==> src/rtl/issue_ctrl_pkg.sv <==
// Shared processor definitions: opcode constants, controller state encoding
// and decode helpers used by the issue controller and the execution units.
package issue_ctrl_pkg;

  localparam int DATA_W = 8;
  localparam int OPC_W  = 4;

  localparam logic [OPC_W-1:0] OPC_NOP  = 4'b0000;
  localparam logic [OPC_W-1:0] OPC_LDI  = 4'b0001;
  localparam logic [OPC_W-1:0] OPC_OR   = 4'b1101;
  localparam logic [OPC_W-1:0] OPC_HALT = 4'b1111;

  typedef enum logic [2:0] {
    ST_FETCH_OP  = 3'd0,
    ST_FETCH_IMM = 3'd1,
    ST_ISSUE     = 3'd2,
    ST_WAIT      = 3'd3,
    ST_WB        = 3'd4,
    ST_HALT      = 3'd5
  } state_t;

  // Anything that is not NOP/LDI/HALT goes to an execution unit with an immediate.
  function automatic logic is_exec_op(input logic [OPC_W-1:0] op);
    return !(op == OPC_NOP || op == OPC_LDI || op == OPC_HALT);
  endfunction

endpackage

==> src/rtl/issue_ctrl_if.sv <==
// Program-memory and execution-unit bus between the issue controller (master)
// and the memory / execution units (slave).
interface issue_ctrl_if;
  import issue_ctrl_pkg::*;

  logic [DATA_W-1:0] pc;
  logic [DATA_W-1:0] instr_in;
  logic [OPC_W-1:0]  ctr1;
  logic [DATA_W-1:0] data1;
  logic [DATA_W-1:0] data2;
  logic [DATA_W-1:0] exec_out;
  logic              exec_done;

  modport master (
    output pc, ctr1, data1, data2,
    input  instr_in, exec_out, exec_done
  );

  modport slave (
    input  pc, ctr1, data1, data2,
    output instr_in, exec_out, exec_done
  );

endinterface

==> src/rtl/issue_ctrl.sv <==
// Instruction fetch/issue controller: fetches opcode and immediate bytes, issues
// execution-unit ops, waits for a fresh done edge (with timeout) and writes acc.
module issue_ctrl
  import issue_ctrl_pkg::*;
#(
  parameter int               TIMEOUT = 8,
  parameter logic [OPC_W-1:0] OP_NOP  = 4'b0000
) (
  input  logic              clk,
  input  logic              rst,
  issue_ctrl_if.master      bus,
  output logic [DATA_W-1:0] acc,
  output logic              halted,
  output logic              err
);

  localparam int CNT_W = $clog2(TIMEOUT + 1);

  state_t            state_q;
  logic [DATA_W-1:0] pc_q;
  logic [DATA_W-1:0] acc_q;
  logic [DATA_W-1:0] data1_q;
  logic [DATA_W-1:0] data2_q;
  logic [DATA_W-1:0] result_q;
  logic [OPC_W-1:0]  op_q;
  logic [OPC_W-1:0]  ctr1_q;
  logic              halted_q;
  logic              err_q;
  logic              done_prev_q;
  logic [CNT_W-1:0]  wait_cnt_q;
  logic [CNT_W-1:0]  wait_cnt_d;
  logic [OPC_W-1:0]  opcode;
  logic              done_edge;
  logic              unused_instr_lo;

  assign opcode          = bus.instr_in[DATA_W-1 -: OPC_W];
  assign unused_instr_lo = ^bus.instr_in[DATA_W-OPC_W-1:0];
  // A done level already high when WAIT is entered is not an edge.
  assign done_edge       = bus.exec_done & ~done_prev_q;
  assign wait_cnt_d      = wait_cnt_q + 1'b1;

  always_ff @(posedge clk) begin
    if (rst) begin
      state_q     <= ST_FETCH_OP;
      pc_q        <= '0;
      acc_q       <= '0;
      data1_q     <= '0;
      data2_q     <= '0;
      result_q    <= '0;
      op_q        <= OPC_NOP;
      ctr1_q      <= OP_NOP;
      halted_q    <= 1'b0;
      err_q       <= 1'b0;
      wait_cnt_q  <= '0;
      done_prev_q <= 1'b0;
    end else begin
      done_prev_q <= bus.exec_done;
      ctr1_q      <= OP_NOP;
      unique case (state_q)
        ST_FETCH_OP: begin
          op_q <= opcode;
          pc_q <= pc_q + 1'b1;
          if (opcode == OPC_HALT) begin
            halted_q <= 1'b1;
            state_q  <= ST_HALT;
          end else if (opcode != OPC_NOP) begin
            state_q <= ST_FETCH_IMM;
          end
        end
        ST_FETCH_IMM: begin
          data1_q <= bus.instr_in;
          pc_q    <= pc_q + 1'b1;
          // ctr1 is registered here so it is visible exactly during ISSUE.
          if (is_exec_op(op_q)) begin
            ctr1_q  <= op_q;
            data2_q <= acc_q;
            state_q <= ST_ISSUE;
          end else begin
            acc_q   <= bus.instr_in;
            state_q <= ST_FETCH_OP;
          end
        end
        ST_ISSUE: begin
          wait_cnt_q <= '0;
          state_q    <= ST_WAIT;
        end
        ST_WAIT: begin
          if (done_edge) begin
            result_q <= bus.exec_out;
            state_q  <= ST_WB;
          end else if (wait_cnt_d == CNT_W'(TIMEOUT)) begin
            err_q   <= 1'b1;
            state_q <= ST_FETCH_OP;
          end else begin
            wait_cnt_q <= wait_cnt_d;
          end
        end
        ST_WB: begin
          acc_q   <= result_q;
          state_q <= ST_FETCH_OP;
        end
        ST_HALT: state_q <= ST_HALT;
        default: state_q <= ST_FETCH_OP;
      endcase
    end
  end

  assign bus.pc    = pc_q;
  assign bus.ctr1  = ctr1_q;
  assign bus.data1 = data1_q;
  assign bus.data2 = data2_q;
  assign acc       = acc_q;
  assign halted    = halted_q;
  assign err       = err_q;

endmodule

==> src/flat_wrapper.sv <==
// flat-port wrapper written by rule: the top's interface ports become plain ports
module issue_ctrl_flat import issue_ctrl_pkg::*;
#(
  parameter int               TIMEOUT = 8,
  parameter logic [OPC_W-1:0] OP_NOP  = 4'b0000
)
  (clk, rst, acc, halted, err, bus_pc, bus_ctr1, bus_data1, bus_data2, bus_instr_in, bus_exec_out, bus_exec_done);
  issue_ctrl_if bus_i ();
  input  logic clk;
  input  logic rst;
  output logic [DATA_W-1:0] acc;
  output logic halted;
  output logic err;
  output wire logic [$bits(bus_i.pc)-1:0] bus_pc;
  output wire logic [$bits(bus_i.ctr1)-1:0] bus_ctr1;
  output wire logic [$bits(bus_i.data1)-1:0] bus_data1;
  output wire logic [$bits(bus_i.data2)-1:0] bus_data2;
  input wire logic [$bits(bus_i.instr_in)-1:0] bus_instr_in;
  input wire logic [$bits(bus_i.exec_out)-1:0] bus_exec_out;
  input wire logic [$bits(bus_i.exec_done)-1:0] bus_exec_done;
  assign bus_pc = bus_i.pc;
  assign bus_ctr1 = bus_i.ctr1;
  assign bus_data1 = bus_i.data1;
  assign bus_data2 = bus_i.data2;
  assign bus_i.instr_in = bus_instr_in;
  assign bus_i.exec_out = bus_exec_out;
  assign bus_i.exec_done = bus_exec_done;
  issue_ctrl #(.TIMEOUT(TIMEOUT), .OP_NOP(OP_NOP)) u_core (.clk(clk), .rst(rst), .bus(bus_i), .acc(acc), .halted(halted), .err(err));
endmodule
==> config.mk <==
export PLATFORM = sky130hd
export DESIGN_NAME = issue_ctrl_flat
export DESIGN_NICKNAME = d
export VERILOG_FILES = /design/src/rtl/issue_ctrl_pkg.sv /design/src/rtl/issue_ctrl_if.sv /design/src/rtl/issue_ctrl.sv /design/src/flat_wrapper.sv
export SDC_FILE = /design/constraint.sdc
export NUM_CORES = 1
export LEC_CHECK = 0
export ABC_CLOCK_PERIOD_IN_PS = 2900
export CAP_MARGIN = 0
export CORE_ASPECT_RATIO = 1.5
export CORE_UTILIZATION = 30
export DETAILED_ROUTE_END_ITERATION = 7
export DONT_BUFFER_PORTS = 1
export SYNTH_ARGS = -nofsm -noshare
export SYNTH_HDL_FRONTEND = slang
export SYNTH_SLANG_ARGS = --single-unit
==> constraint.sdc <==
create_clock -name clk -period 2.9 [get_ports clk]
set_input_delay 0.29 -clock clk [delete_from_list [all_inputs] [get_ports clk]]
set_output_delay 0.29 -clock clk [all_outputs]
set_load 0.005 [all_outputs]
* Word level (Yosys, flattened, before mapping)
Index checks and enable logic that the tools add are counted.
** Storage, ports and cells
- Memories kept :: 0
- ROM bits :: 0
- Latch bits :: 0
- Bits in registers :: 58
- Output and inout port bits :: 38
- Input port bits :: 19
- Bits in writable memories :: 0
- Logic and storage cells :: 60
** Operators by class
- Add/subtract/negate cells :: 2
- Multiply operators :: 0
- Equality and inequality tests :: 14
- Mux-type cells :: 11
- Divide/modulo/power cells :: 0
- Shift-type cells :: 0
- Magnitude comparators :: 0
- Bitwise logic cells :: 5
- Reductions and logical operators :: 16
** Operator list (number)
- one-hot mux 8 bit (2 select lines) :: 1
- one-hot mux 3 bit (5 select lines) :: 1
- == test 4 bit (second input constant) :: 3
- 2-to-1 mux 3 bit :: 4
- AND reduction 2 bit :: 5
- adder 8 x 1 -> 8 bit (second input constant) :: 1
- 2-to-1 mux 4 bit :: 2
- 2-to-1 mux 8 bit :: 1
- one-hot mux 4 bit (2 select lines) :: 1
- == test 3 x 2 -> 1 bit (second input constant) :: 2
- == test 3 bit (second input constant) :: 2
- != test 3 x 1 -> 1 bit (second input constant) :: 2
- AND reduction 3 bit :: 2
- adder 4 x 1 -> 4 bit (second input constant) :: 1
- == test 4 x 1 -> 1 bit (second input constant) :: 1
- logical NOT 4 bit :: 1
- != test 2 bit (second input constant) :: 2
- NOT 1 bit :: 4
- nonzero test 2 bit :: 2
- nonzero test 4 bit :: 1
- == test 3 x 1 -> 1 bit (second input constant) :: 1
- logical NOT 3 bit :: 1
- OR reduction 3 bit :: 1
- logical OR 1 bit :: 2
- 4 further kinds :: 4

* Longest topological paths before layout
Gate-level depths: netlist (run 1).
- Depth in word-level cells :: 5
- Gate-level depth with buffers :: 6

* Least setup slack after synthesis (run 1)
OpenSTA, ideal clock, no wires.
- Path kind :: flip-flop to flip-flop
- Start point :: reg u_core.state_q[0]
- End point :: reg u_core.acc_q[5] (netlist: u_core.acc[5])
- Path buffers :: 2
- Data arrival time :: 1389 ps
- Setup time :: 139 ps
- Period minus slack after synthesis :: 1528 ps
- Stages on the path, launching flop included :: 7
- Data required time :: 2761 ps
- Path slack :: 1372 ps
- Cells stage by stage :: dfxtp_1 -> or3b_1 -> buf_2 -> buf_2 -> mux2_2 -> a21oi_1 -> a311oi_1
** On the way
- Longest elaborated chain between the ends :: 3
- Elaborated cells between the ends (all ways) :: 6
** RTL lines
- start, declared :: RTL line issue_ctrl.sv:19 : state_t state_q;
- start signal, assigned :: RTL line issue_ctrl.sv:44 : state_q <= ST_FETCH_OP;
- start signal, assigned :: RTL line issue_ctrl.sv:65 : state_q <= ST_HALT;
- start signal, assigned :: RTL line issue_ctrl.sv:67 : state_q <= ST_FETCH_IMM;
- == test 3 x 1 -> 1 bit or == test 3 bit (tied branches) :: RTL line issue_ctrl.sv:59 : unique case (state_q)
- != test 2 x 1 -> 1 bit (no source line) or nonzero test 2 bit (tied branches)
- AND reduction 2 bit (no source line)
- end signal, assigned :: RTL line issue_ctrl.sv:79 : acc_q <= bus.instr_in;
- end signal, assigned :: RTL line issue_ctrl.sv:99 : acc_q <= result_q;
- end, declared :: RTL line issue_ctrl.sv:21 : logic [DATA_W-1:0] acc_q;
Several ways; a longest one is shown, not always the timed one.
A chain may end at the register's enable or synchronous reset.

* Worst setup path in the final report (run 1)
- Start point :: reg u_core.state_q[0]
- End point :: reg u_core.ctr1_q[1] (netlist: u_core.bus.ctr1[1])
** On the way
- Longest elaborated chain between the ends :: 3
** RTL lines
- == test 3 x 1 -> 1 bit :: RTL line issue_ctrl.sv:59
- NOT 1 bit (no source line)
- OR reduction 3 bit (no source line)
- end signal, assigned :: RTL line issue_ctrl.sv:75 : ctr1_q <= op_q;
- end, declared :: RTL line issue_ctrl.sv:26 : logic [OPC_W-1:0] ctr1_q;
Every way passes these cells.

==> tab_implementation.tex, run 1 <==
\begin{tabular}{lr}
\hline
Metric & Value \\
\hline
\multicolumn{2}{l}{\textbf{Status}} \\
Run status & completed \\
\multicolumn{2}{l}{\textbf{Global routing}} \\
Total routing resource utilization after global routing & 0.1356 \\
GRT Residual Overflow & 0 \\
Global-route wire length before repair & 8.438 mm \\
Initial antenna violation count & 0 \\
Maximum number of pins on one net before global-route repair & 58 \\
Number of global-route vias before repair & 1,634 \\
\multicolumn{2}{l}{\textbf{Timing}} \\
Number of hold violations in the final report & 0 \\
Min cycle time layout & 2.075 ns \\
Maximum operating frequency & 482.0 MHz \\
Final TNS setup & 0 ns \\
Remaining max-slew budget at the tightest pin & 0.4517 \\
Fin. max-slew vios & 0 \\
Crit share post-route & 0.7153 \\
Final setup viols & 0 \\
WHS & 0.03835 ns \\
Worst-Margin Slew & 0.8224 ns \\
Worst Clk Skew & 0.004719 ns \\
Setup repair after global routing missed its margin & false \\
\multicolumn{2}{l}{\textbf{Floorplan}} \\
Vert. Die Dim & 111.7 um \\
Cell row count & 39 \\
Initial core utilization & 0.3121 \\
Floorplan die area & 0.008389 mm\^{}2 \\
Chip Width & 75.12 um \\
Core outline area & 0.007710 mm\^{}2 \\
Number of top-level pins & 57 \\
\multicolumn{2}{l}{\textbf{Pwr}} \\
Psw & 0.5033 mW \\
Logic gate share of total power & 0.080 \\
Maximum vdd drop & 0.3369 mV \\
Pwr Total & 2.178 mW \\
Register share of total power & 0.420 \\
Static leakage & 1.060 nW \\
Cell Pwr Density & 790.1 mW/mm\^{}2 \\
Cell Int Power & 1.675 mW \\
Switching power as a share of total power & 0.2311 \\
Clk network pwr share & 0.500 \\
\multicolumn{2}{l}{\textbf{Setup path}} \\
Arrival time worst endpoint & 2.34 ns \\
Worst Path Class, Setup & flop to flop \\
Type of element capturing the critical path & flop \\
Max Fanout on Critical Path & 11 \\
Depth of the worst register-to-register path & 4 \\
Launching element type of the critical path & flop \\
Worst EP required & 3.17 ns \\
\multicolumn{2}{l}{\textbf{Job}} \\
Number of max-cap violations & 0 \\
\multicolumn{2}{l}{\textbf{Final layout}} \\
Layout cell share with drive strength beyond 1 & 0.1216 \\
Final layout net count & 272 \\
Area taken by flip-flops and latches & 0.001161 mm\^{}2 \\
Number of antenna repair diodes & 0 \\
Area of the multi-input gates & 0.001126 mm\^{}2 \\
Filler cell count in the final layout & 827 \\
Layout area overhead & 14.56\% \\
Utilization of the core after routing & 0.3575 \\
Finished Layout Cells & 357 \\
\multicolumn{2}{l}{\textbf{Drt}} \\
Antenna violation net count after detailed routing & 0 \\
Routed Wire Length & 5.287 mm \\
DR vias/cell & 4.807 \\
Starting DRC count in detailed routing & 65 \\
First-pass iteration count of the detailed router & 4 \\
Count of vias placed by the detailed router & 1,716 \\
Residual DRC & 0 \\
Avg WL per Cell & 14.81 um \\
\multicolumn{2}{l}{\textbf{Clocking}} \\
Clock root buffer & clkbuf\_16 \\
Number of hold-repair buffers added at the cts stage & 0 \\
Cells resized by post-CTS repair & 0 \\
Clock latency on the worst-skew pair & 0.32 ns \\
Number of CTS-inserted buffers & 9 \\
Clock tree from TritonCTS & done \\
Maximum buffer depth of the clock tree & 2 \\
Clock transition at the registers of the reported paths & 0.05 ns \\
Clock Sinks & 58 \\
Post-CTS Setup Bufs & 0 \\
H-tree depth reported by CTS & 3 \\
\multicolumn{2}{l}{\textbf{Synthesis}} \\
Synthesized area & 0.002406 mm\^{}2 \\
Fraction of synthesized cell area taken by the top area cell type & 0.4826 \\
Yosys cell types & 38 \\
Most used flip-flop cell after synthesis & dfxtp\_1 \\
Number of register bits inferred by synthesis & 58 \\
Total number of yosys warnings & 0 \\
Top cells by area in the synthesized netlist & dfxtp\_1 48\%, mux2i\_1 8.7\%, a21oi\_1 5.0\%, nor2\_1 5.0\%, mux2\_2 4.2\% \\
Syn Area/Cell & 9.436 um\^{}2 \\
Register area share after synthesis & 0.4826 \\
Most repeated cell in the gate-level netlist after synthesis & dfxtp\_1 \\
Nets in the synthesized netlist & 276 \\
Fraction of registers with async set or reset after synthesis & 0 \\
Cell types with the highest counts after synthesis & 58 x dfxtp\_1, 32 x nor2\_1, 26 x nand2\_1 \\
Library cell occupying the most area in the post-synthesis netlist & dfxtp\_1 \\
Post-synthesis instance total & 255 \\
Post-synth EDFFs & 0 \\
\multicolumn{2}{l}{\textbf{Min path}} \\
Number of stages on the worst hold path & 1 \\
Hold Crit Class & input port to flop \\
\multicolumn{2}{l}{\textbf{Place}} \\
Dpl hpwl & 3.665 mm \\
Instance count after placement with tap cells included & 342 \\
RD Place Congestion & 0.7743 \\
Port bufs & 0 \\
\hline
\end{tabular}
routing by layer:
layer,global-route usage,vias up,part of all wire
met5,0,-,0
met3,0.05068,13,0.074
li1,-,873,-
met2,0.2210,43,0.51
met1,0.1449,787,0.39
met4,0.08050,0,0.025
path summary, 6_finish.rpt:
check | from | endpoint | slack (ns)
max | u_core.state_q[0] | u_core.bus.ctr1[1] | 0.83
min | rst | u_core.bus.pc[4] | 0.04
max reg2reg | u_core.state_q[0] | u_core.bus.ctr1[1] | 0.83
min reg2reg | u_core.bus.data1[0] | u_core.bus.data1[0] | 0.48
worst max-delay path: stages (launching register included):
cell,delay [ns]
dfxtp_1,0.52
nor3b_4,0.45
nand3_1,0.55
nor2_1,0.33
and2_1,0.17
cell usage in the layout (no fill, tap or decap):
cell        netlist  routed
a31oi_1           1       1
a21bo_4           1       1
clkinv_2          0       3
and3b_1           1       1
clkbuf_16         0       9
clkinvlp_4        0       1
nor2b_1           3       3
nor2_1           32      32
and3b_2           1       1
o2111ai_1         1       1
or4_1             1       1
a31o_2            1       1
bufinv_16         0       2
o21ai_0           2       2
xnor2_1           1       1
a311oi_1          9       9
mux2i_1          21      21
and3_1            2       2
or3b_1            1       1
nand2_1          26      26
nand3b_1          3       3
dfxtp_1          58      58
nand4_1           5       5
o21ba_2           1       1
a21boi_0          1       1
and4_1            1       1
nor3_1            3       3
nor3_2            1       1
or2_2             1       1
ha_1              2       2
or3_1             1       1
nand2b_1          2       2
mux2_2            9       9
and2_1            5       5
a21oi_1          24      24
nor3b_4           1       1
xor2_1            6       6
nand3_1           3       3
inv_1             9       9
metrics by stage:
stage,area [um^2],worst slack (ns)
2_1_floorplan,2406,1.372
3_3_place_gp,2449,0.8673
3_5_place_dp,2449,0.8086
4_1_cts,2756,0.7872
5_1_grt,2756,0.6453
6_report,2756,0.8255
registers in the layout, indices dropped and copies added, names as in the netlist, 3 cells and up:
register,flops
u_core.bus.data2,8
u_core.state_q,3
u_core.wait_cnt_q,4
u_core.bus.ctr1,4
u_core.result_q,8
u_core.op_q,4
u_core.acc,8
u_core.bus.data1,8
u_core.bus.pc,8
area by class of cell:
type | instances | share of cell area
Sequential cell | 58 | 0.4212
Clock buffer | 9 | 0.08171
Clock inverter | 6 | 0.02996
Inverter | 9 | 0.01226
Multi-Input combinational cell | 173 | 0.4085
Tap cell | 102 | 0.04630
power groups by stage:
stage	sequential (mW)	clock, mW	combinational [mW]
2_1_floorplan	0.904	0	0.178
3_3_place_gp	0.931	0	0.173
3_5_place_dp	0.932	0	0.176
4_1_cts	0.917	1.11	0.177
5_1_grt	0.924	1.14	0.196
6_report	0.915	1.09	0.175
kinds of logic (layout without fill, tap and decap cells):
kind of cell,Yosys count,after routing,share of synthesized area
flops,58,58,0.4826
buf+inv,24,24,0.04940
mux,30,30,0.1295
compound gates,41,41,0.1108
simple gates,93,93,0.1919
xor+xnor,7,7,0.02548
fa+ha+maj,2,2,0.01040
(Power assumes the default switching activity.)
==> inputs of run 2 (changes only) <==
- ABC_CLOCK_PERIOD_IN_PS: 2900 -> 2000
- clock period: 2.9 -> 2 ns (I/O delays scaled with it)
==> tab_implementation.tex, run 2 (synthesized netlist as in run 1, its figures left out) <==
\begin{tabular}{lr}
\hline
Metric & Value \\
\hline
\multicolumn{2}{l}{\textbf{Status}} \\
Run status & completed \\
\multicolumn{2}{l}{\textbf{Final layout}} \\
Utilization of the core after routing & 0.3648 (+0.007303) \\
Layout area overhead & 16.90\% \\
Finished Layout Cells & 367 (+2.8\%) \\
Most frequent standard cell in the layout excluding fill and tap cells & dfxtp\_1 \\
Filler cell count in the final layout & 834 (+0.85\%) \\
Area taken by flip-flops and latches & 0.001161 mm\^{}2 (unchanged) \\
Area of the multi-input gates & 0.001126 mm\^{}2 (unchanged) \\
Final layout net count & 281 (+3.3\%) \\
Layout cell share with drive strength beyond 1 & 0.1472 (+0.02560) \\
Leading cell types in the layout, fill and taps excluded & 58 x dfxtp\_1, 32 x nor2\_1, 26 x nand2\_1, 24 x a21oi\_1, 21 x mux2i\_1 \\
Number of antenna repair diodes & 0 (unchanged) \\
Finished Cell Area & 0.002813 mm\^{}2 (+2.0\%) \\
\multicolumn{2}{l}{\textbf{Timing}} \\
Maximum operating frequency & 632.8 MHz (+31\%) \\
Post-layout worst setup margin & 0.4196 ns (-0.4059 ns) \\
Setup repair after global routing missed its margin & false \\
Min cycle time layout & 1.580 ns (-0.4941 ns) \\
Fin. max-slew vios & 0 (unchanged) \\
Crit share post-route & 0.7902 (+0.07483) \\
Remaining max-slew budget at the tightest pin & 0.6825 (+0.2308) \\
WHS & 0.01284 ns (-0.02551 ns) \\
Number of hold violations in the final report & 0 (unchanged) \\
Worst-Margin Slew & 0.4736 ns (-0.3488 ns) \\
Worst Clk Skew & 0.004035 ns (-0.0006839 ns) \\
Final setup viols & 0 (unchanged) \\
Final TNS setup & 0 ns (unchanged) \\
\multicolumn{2}{l}{\textbf{Clocking}} \\
Clock root buffer & clkbuf\_16 \\
H-tree depth reported by CTS & 3 (unchanged) \\
Clock transition at the registers of the reported paths & 0.05 ns (about the same) \\
Clock Sinks & 58 (unchanged) \\
Clock latency on the worst-skew pair & 0.32 ns (about the same) \\
Cells resized by post-CTS repair & 0 (unchanged) \\
Maximum buffer depth of the clock tree & 2 (unchanged) \\
Post-CTS Setup Bufs & 0 (unchanged) \\
Clock tree from TritonCTS & done \\
Number of CTS-inserted buffers & 9 (unchanged) \\
\multicolumn{2}{l}{\textbf{Setup path}} \\
Launching element type of the critical path & flop \\
Type of element capturing the critical path & flop \\
Cell-by-cell trace of the critical path & or3b\_1 > buf\_4 > mux2\_2 > a21oi\_1 > a311oi\_1 \\
Depth of the worst register-to-register path & 5 (+1) \\
Worst EP required & 2.22 ns (-0.95 ns) \\
Delay of the slowest cell on the worst path & 0.37 ns (-0.18 ns) \\
Crit path max-delay cell type & or3b\_1 \\
Max Fanout on Critical Path & 24 (+13) \\
Worst Path Class, Setup & flop to flop \\
Arrival time worst endpoint & 1.80 ns (-0.54 ns) \\
\multicolumn{2}{l}{\textbf{Drt}} \\
Avg WL per Cell & 14.52 um (-1.9\%) \\
First-pass iteration count of the detailed router & 4 (unchanged) \\
Count of vias placed by the detailed router & 1,753 (+2.2\%) \\
Starting DRC count in detailed routing & 45 (-31\%) \\
Antenna violation net count after detailed routing & 0 (unchanged) \\
Routed Wire Length & 5.330 mm (+0.81\%) \\
DR vias/cell & 4.777 (-0.63\%) \\
Residual DRC & 0 (unchanged) \\
\multicolumn{2}{l}{\textbf{Floorplan}} \\
Chip Width & 75.12 um (unchanged) \\
Core outline area & 0.007710 mm\^{}2 (unchanged) \\
Number of top-level pins & 57 (unchanged) \\
Vert. Die Dim & 111.7 um (unchanged) \\
Floorplan die area & 0.008389 mm\^{}2 (unchanged) \\
Cell row count & 39 (unchanged) \\
Initial core utilization & 0.3121 (unchanged) \\
\multicolumn{2}{l}{\textbf{Global routing}} \\
Initial antenna violation count & 0 (unchanged) \\
GRT Residual Overflow & 0 (unchanged) \\
Maximum number of pins on one net before global-route repair & 52 (-10\%) \\
Total routing resource utilization after global routing & 0.1414 (+0.005731) \\
Number of global-route vias before repair & 1,749 (+7.0\%) \\
Global-route wire length before repair & 8.742 mm (+3.6\%) \\
\multicolumn{2}{l}{\textbf{Place}} \\
Port bufs & 0 (unchanged) \\
Dpl hpwl & 3.694 mm (+0.79\%) \\
Post-placement setup slack & 0.4431 ns (-0.3655 ns) \\
RD Place Congestion & 0.7326 (-5.4\%) \\
Instance count after placement with tap cells included & 350 (+2.3\%) \\
Placed inst area & 0.002509 mm\^{}2 (+2.5\%) \\
\multicolumn{2}{l}{\textbf{Pwr}} \\
Cell Pwr Density & 1079 mW/mm\^{}2 (+37\%) \\
Maximum vdd drop & 0.5242 mV (+56\%) \\
Static leakage & 1.100 nW (+3.8\%) \\
Pwr Total & 3.035 mW (+39\%) \\
\multicolumn{2}{l}{\textbf{Min path}} \\
Number of stages on the worst hold path & 1 (unchanged) \\
Hold Crit Class & input port to flop \\
\multicolumn{2}{l}{\textbf{Job}} \\
Number of max-cap violations & 0 (unchanged) \\
\hline
\end{tabular}
run 2: cell count changes in the layout (fill, tap and decap cells not counted), sizes merged:
cell and change:
bufinv -2, buf +9, clkbuf +5, clkinvlp -1
clkinv -1
run 2: layout make-up:
class / instances / area share
flip-flops and latches: 58 / 0.4128
well taps: 102 / 0.04537
repair buffers: 9 / 0.02847
clock inverters: 2 / 0.003559
clock buffers: 14 / 0.09742
inverters: 9 / 0.01201
multi-input cells: 173 / 0.4004
run 2: path summary, 6_finish.rpt:
kind	from	to	slack, ns
worst min-delay path	bus_exec_done	u_core.done_prev_q	0.01
worst max register to register	u_core.state_q[0]	u_core.acc[3]	0.42
worst max-delay path	u_core.state_q[0]	u_core.acc[3]	0.42
worst min register to register	u_core.bus.data1[7]	u_core.bus.data1[7]	0.48
run 2: routing by layer:
layer	part of all wire	global-route usage	vias up	wire, um
met5	0	0	-	0
met2	0.51	0.2276	63	2705
met4	0.026	0.07421	0	136
met3	0.065	0.06063	8	348
li1	-	-	892	-
met1	0.40	0.1530	790	2139
run 2: power breakdown:
part / switching [mW] / total [mW] / internal, mW
sequential: 0.0738 / 1.31 / 1.24
combinational: 0.173 / 0.312 / 0.139
clock: 0.478 / 1.41 / 0.932
run 2: critical path: cells and delay by family, from the launching register on:
family,cells,cell delay (ns)
AOI/OAI and AO/OA,2,0.31
buffers and inverters,1,0.22
muxes,1,0.25
and+or+nand+nor,1,0.37
DFF,1,0.31
run 2: timing repair:
action / in CTS / in global routing
hold buffers: 1 / 0
endpoints found under the hold margin: 51 / 0
setup endpoints to repair: 0 / 0
